`src/rtl/digit_tx_pkg.sv`:
```
// Shared encodings and constants for the ASCII digit serial transmitter.
package digit_tx_pkg;

   typedef enum logic [1:0] {IDLE, START, DATA, STOP} tx_state_e;

   localparam logic [7:0] ASCII_CR   = 8'h0D;
   localparam int         FRAME_BITS = 10;
   // Start and stop bits bracket the data bits of each character.
   localparam int         DATA_BITS  = FRAME_BITS - 2;

endpackage

```
`src/rtl/digit_tx_baud.sv`:
```
// Bit-period timer: counts CLKS_PER_BIT cycles and strobes bit_end on the last one.
module digit_tx_baud #(
   parameter int CLKS_PER_BIT = 16
) (
   input  logic clk,
   input  logic reset,
   input  logic clear,
   input  logic run,
   output logic bit_end
);

   localparam int            BW   = (CLKS_PER_BIT > 1) ? $clog2(CLKS_PER_BIT) : 1;
   localparam logic [BW-1:0] LAST = BW'(CLKS_PER_BIT - 1);

   logic [BW-1:0] cnt;

   always_ff @(posedge clk) begin
      if (reset || clear)
         cnt <= '0;
      else if (run)
         cnt <= (cnt == LAST) ? '0 : cnt + 1'b1;
   end

   assign bit_end = run && (cnt == LAST);

endmodule

```
`src/rtl/digit_uart_tx.sv`:
```
// Watches the digit-bank change flag and sends a snapshot of all digits, MS first,
// followed by CR, as back-to-back 8N1 characters on tx_out.
module digit_uart_tx
   import digit_tx_pkg::*;
#(
   parameter int NUM_DIGITS   = 4,
   parameter int CLKS_PER_BIT = 16
) (
   input  logic                    clk,
   input  logic                    reset,
   input  logic [8*NUM_DIGITS-1:0] digit_in,
   input  logic                    flag_in,
   input  logic                    tx_enable,
   output logic                    tx_out,
   output logic                    busy,
   output logic                    frame_done,
   output logic                    pending
);

   localparam int            CW        = $clog2(NUM_DIGITS + 1);
   localparam logic [CW-1:0] LAST_CHAR = CW'(NUM_DIGITS);
   localparam logic [2:0]    LAST_DATA = 3'(DATA_BITS - 1);

   tx_state_e               state, state_n;
   logic                    last_flag;
   logic [8*NUM_DIGITS-1:0] snapshot;
   logic [7:0]              shift, shift_n;
   logic [2:0]              bit_cnt, bit_cnt_n;
   logic [CW-1:0]           char_idx, char_idx_n, nxt_idx;
   logic [7:0]              nxt_char;
   logic                    tx_n, done_n;
   logic                    change, start, bit_end;

   assign change = (flag_in != last_flag);
   assign start  = (state == IDLE) && (change || pending) && tx_enable;
   assign busy   = (state != IDLE);

   digit_tx_baud #(.CLKS_PER_BIT(CLKS_PER_BIT)) u_baud (
      .clk     (clk),
      .reset   (reset),
      .clear   (start),
      .run     (busy),
      .bit_end (bit_end)
   );

   // Character following the current one: a snapshot digit, or CR after the last digit.
   always_comb begin
      nxt_idx  = char_idx + 1'b1;
      nxt_char = ASCII_CR;
      for (int i = 0; i < NUM_DIGITS; i++)
         if (nxt_idx == CW'(i))
            nxt_char = snapshot[8*(NUM_DIGITS-1-i) +: 8];
   end

   always_comb begin
      state_n    = state;
      shift_n    = shift;
      bit_cnt_n  = bit_cnt;
      char_idx_n = char_idx;
      tx_n       = tx_out;
      done_n     = 1'b0;
      case (state)
         IDLE: begin
            if (start) begin
               // Snapshot is loaded on this same edge, so take the first char from digit_in.
               state_n    = START;
               shift_n    = digit_in[8*NUM_DIGITS-1 -: 8];
               char_idx_n = '0;
               bit_cnt_n  = '0;
               tx_n       = 1'b0;
            end
         end
         START: begin
            if (bit_end) begin
               state_n   = DATA;
               bit_cnt_n = '0;
               tx_n      = shift[0];
            end
         end
         DATA: begin
            if (bit_end) begin
               if (bit_cnt == LAST_DATA) begin
                  state_n = STOP;
                  tx_n    = 1'b1;
               end else begin
                  bit_cnt_n = bit_cnt + 1'b1;
                  shift_n   = shift >> 1;
                  tx_n      = shift[1];
               end
            end
         end
         STOP: begin
            if (bit_end) begin
               if (char_idx < LAST_CHAR) begin
                  state_n    = START;
                  char_idx_n = nxt_idx;
                  shift_n    = nxt_char;
                  tx_n       = 1'b0;
               end else begin
                  state_n = IDLE;
                  done_n  = 1'b1;
               end
            end
         end
         default: state_n = IDLE;
      endcase
   end

   always_ff @(posedge clk) begin
      if (reset) begin
         state      <= IDLE;
         last_flag  <= 1'b1;
         pending    <= 1'b0;
         snapshot   <= '0;
         shift      <= '0;
         bit_cnt    <= '0;
         char_idx   <= '0;
         tx_out     <= 1'b1;
         frame_done <= 1'b0;
      end else begin
         state      <= state_n;
         last_flag  <= flag_in;
         shift      <= shift_n;
         bit_cnt    <= bit_cnt_n;
         char_idx   <= char_idx_n;
         tx_out     <= tx_n;
         frame_done <= done_n;
         if (start)
            snapshot <= digit_in;
         // Changes that cannot start a frame right now coalesce into one pending frame.
         if (start)
            pending <= 1'b0;
         else if (change && (busy || !tx_enable))
            pending <= 1'b1;
      end
   end

endmodule

```
`config.mk`:
```
export PLATFORM = sky130hd
export DESIGN_NAME = digit_uart_tx
export DESIGN_NICKNAME = d
export VERILOG_FILES = /design/src/rtl/digit_tx_pkg.sv /design/src/rtl/digit_tx_baud.sv /design/src/rtl/digit_uart_tx.sv
export SDC_FILE = /design/constraint.sdc
export NUM_CORES = 1
export LEC_CHECK = 0
export ABC_AREA = 1
export CORE_MARGIN = 2
export CORE_UTILIZATION = 35
export CTS_BUF_LIST = sky130_fd_sc_hd__clkbuf_2 sky130_fd_sc_hd__clkbuf_4 sky130_fd_sc_hd__clkbuf_8
export DETAILED_ROUTE_END_ITERATION = 10
export PLACE_DENSITY = 0.65
export SLEW_MARGIN = 20
export SYNTH_ARGS = -nofsm -noshare
export SYNTH_HDL_FRONTEND = slang
export SYNTH_SLANG_ARGS = --single-unit
```
`constraint.sdc`:
```
create_clock -name clk -period 2.3 [get_ports clk]
set_clock_uncertainty 0.05 [all_clocks]
set_input_delay 0.23 -clock clk [delete_from_list [all_inputs] [get_ports clk]]
set_output_delay 0.23 -clock clk [all_outputs]
set_load 0.01 [all_outputs]
```
==> flow_summary.yaml <==
die:
  core.rowCount: 33
  die_y_um: 95.39
  die_x_um: 95.39
  initial_core_util_pct: 35.75
  core_area_um2: 8175
  dieArea_um2: 9098
  pin_count: 40
clocking:
  clock_path_buffers: 2
  clk-insertion-delay-late_ns: 0.32
  cts_num_sinks: 56
  htreeDepth: 2
  cts_buffers: 5
  clock-root-buffer: "clkbuf_8"
  cts_tree: "yes"
  clk_pin_slew_worst_paths_ns: 0.09
timing:
  tightest_slew_ns: 0.7270
  relSlewSlack_pct: 51.54
  setup_viol: 0
  final.setup.worst_slack_ns: 0.2279
  clock.fmax_mhz: 482.6
  setup_tns_ns: 0
  rsz0062_at_grt: "no"
  fin_crit_sh_pct: 90.09
  holdWs_ns: 0.4060
  slew_violations: 0
  hold_viol: 0
  fin_crit_ns: 2.072
worst_setup_path:
  rr_endpoint: "shift[6]$_SDFFE_PP0P_"
  end_kind: "output port"
  cp.required_ns: 2.02
  critPathTopFamily: "buffers and inverters"
  crit_type: "reg2out"
  arrival_ns: 1.79
  reg2reg_slack_ns: 0.30
  reg2reg_from: "state[0]$_SDFFE_PP0P_"
  crit_path_max_incr_delay_ns: 0.54
  rr_worst_depth: 8
  cp_slowest_cell: "clkdlybuf4s50_1"
  start_kind: "flip-flop"
  cp_num_buf_inv: 3
  path_cells: "inv_1, ha_2, inv_4, clkdlybuf4s50_1"
  cp_max_fo: 8
power_and_ir_drop:
  seqPwrFrac_pct: 41.2
  powerDensity_nw_per_um2: 891.4
  irDropWorstVdd_mv: 0.3071
  switching_share_pct: 37.20
  p_leak_nw: 1.593
  switching_power_mw: 1.163
  internal_power_mw: 1.964
  p_clk_share_pct: 20.7
  p_comb_share_pct: 38.1
route:
  finalWirelength_um: 6863
  drt-initial-drc-count: 203
  via_per_inst: 4.790
  antenna_left: 0
  first_pass_iters: 4
  drc: 0
  num_vias: 2716
  wl_per_cell_um: 12.10
logic_synthesis:
  synth-simple-area-share_pct: 26.41
  synthArstFlopShare_pct: 0
  synthTopCellsByArea: "dfxtp_1, nand2_1, o21ai_0, inv_1, nor2_1"
  synthCells: 432
  yosysTopAreaCellShare_pct: 38.36
  synth_edf_count: 0
  yosys.area.top_type: "dfxtp_1"
  ys.flop_type: "dfxtp_1"
  syn_nets: 481
  synth.distinct_cells: 27
  synth.avg_cell_area_um2: 6.766
  synthXorXnorAreaFrac_pct: 0.2997
  synth_top_family_by_area: "simple AND/OR/NAND/NOR gates"
  yosysSeqAreaShare_pct: 38.36
  synth_compound_area_share_pct: 17.55
  synth_area_um2: 2923
  synth-warning-count: 0
  synth_mux_area_share_pct: 0
  ys_seq_elements: 56
  synth_fa_ha_area_share_pct: 5.565
grt:
  grt_pass1_vias: 2544
  grt_pass1_wl_um: 11680
  antenna_found_initial: 0
  gr-total-overflow: 0
  grt_max_degree: 45
  grt_usage_pct: 16.33
placed_design:
  dp_slack_ns: 0.2006
  dp_hpwl_um: 5122
  place.gp.congestion: 0.8592
  port_buffers: 39
hold_path:
  worst_hold_path.num_cells: 2
  min_from: "snapshot[14]$_SDFFE_PP0P_"
  min_to: "snapshot[14]$_SDFFE_PP0P_"
  hp-class: "reg2reg"
layout:
  layout-drive-gt1-share_pct: 4.762
  fillers: 865
  nets: 510
  syn2layout_area_growth_pct: 20.03
  diodes: 0
run_status:
  status: "finished, final reports clean"
run:
  cap_viol_max_count: 0
-- flip-flops by register name, indices dropped and copies added, names as in the netlist --
register    flops
shift           8
pending         1
state           2
last_flag       1
char_idx        3
frame_done      1
snapshot       32
bit_cnt         3
u_baud.cnt      4
tx_out          1
-- metrics by stage --
step	utilization [%]	cells	total power [mW]	area, um^2
floorplan	-	432	2.195	2923
global placement	41.35	559	2.464	3381
detailed placement	41.35	559	2.487	3381
CTS	42.71	567	3.141	3492
global route	42.91	567	3.403	3508
finish	42.91	567	3.127	3508
-- cells in the final DEF, fill, tap and decap left out, types with 2 or more instances in the layout --
cell type / n
inv_1: 63
clkdlybuf4s50_1: 39
a22oi_1: 6
clkbuf_8: 5
nor2_1: 53
nand3_1: 18
dfxtp_1: 56
nand4_1: 8
buf_4: 2
o21ai_0: 55
nor3_1: 2
a21boi_0: 2
ha_1: 12
a21oi_1: 27
nand2_1: 95
-- how the worst max path moves through the flow --
stage	from	to	slack, ns	cells past startpoint
2_1_floorplan	char_idx[0]$_SDFFE_PP0P_	shift[5]$_SDFFE_PP0P_	0.51	12
3_3_place_gp	state[0]$_SDFFE_PP0P_	shift[6]$_SDFFE_PP0P_	0.25	8
3_5_place_dp	state[0]$_SDFFE_PP0P_	shift[6]$_SDFFE_PP0P_	0.20	8
4_1_cts	state[0]$_SDFFE_PP0P_	busy	0.11	4
5_1_grt	state[0]$_SDFFE_PP0P_	shift[4]$_SDFFE_PP0P_	0.08	9
6_report	state[0]$_SDFFE_PP0P_	busy	0.23	4
-- cells in the mapped netlist, types with 2 or more instances --
library cell,count
a21boi_0,2
a21oi_1,28
a22oi_1,6
buf_2,4
buf_6,2
clkbuf_1,13
dfxtp_1,56
ha_1,13
inv_1,63
nand2_1,95
nand3_1,18
nand4_1,8
nor2_1,54
nor3_1,2
o21ai_0,56
-- repair_timing --
item | 4_1_cts | 5_1_grt
resized for setup | 0 | 5
hold buffers | 0 | 0
setup endpoints to repair | 0 | 6
buffers inserted | 0 | 0
-- kinds of logic (layout without fill, tap and decap cells) --
logic type,after synthesis,in the layout
buffers and inverters,85,115
AOI/OAI and AO/OA,95,95
DFF,56,56
adders and majority gates,13,13
and+or+nand+nor,182,182
xor gates and xnor gates,1,1
-- area by class of cell --
cell class,count,area [um^2],share of cell area (%)
inverters,65,246.5,7.026
repair buffers,42,425.4,12.13
multi-input cells,291,1473,41.98
clock inverters,3,42.54,1.213
clock buffers,5,68.82,1.961
well taps,105,131.4,3.745
flip-flops and latches,56,1121,31.95
-- worst min-delay path, stage by stage (launching register included) --
cell,delay (ns)
dfxtp_1,0.31
inv_1,0.06
a21oi_1,0.05
-- power by group through the flow --
stage	sequential [mW]	clock (mW)	combinational [mW]
final	1.29	0.646	1.19
after global routing	1.31	0.712	1.38
after CTS	1.29	0.672	1.18
after detailed placement	1.31	0	1.17
after global placement	1.30	0	1.16
after floorplan	1.29	0	0.905
-- routing by layer --
layer	GRT usage (%)	wire [um]
met1	21.09	3274
met2	27.52	3267
met3	2.846	218
met4	5.595	102
met5	0	0
Power figures use the tool's default switching activity.
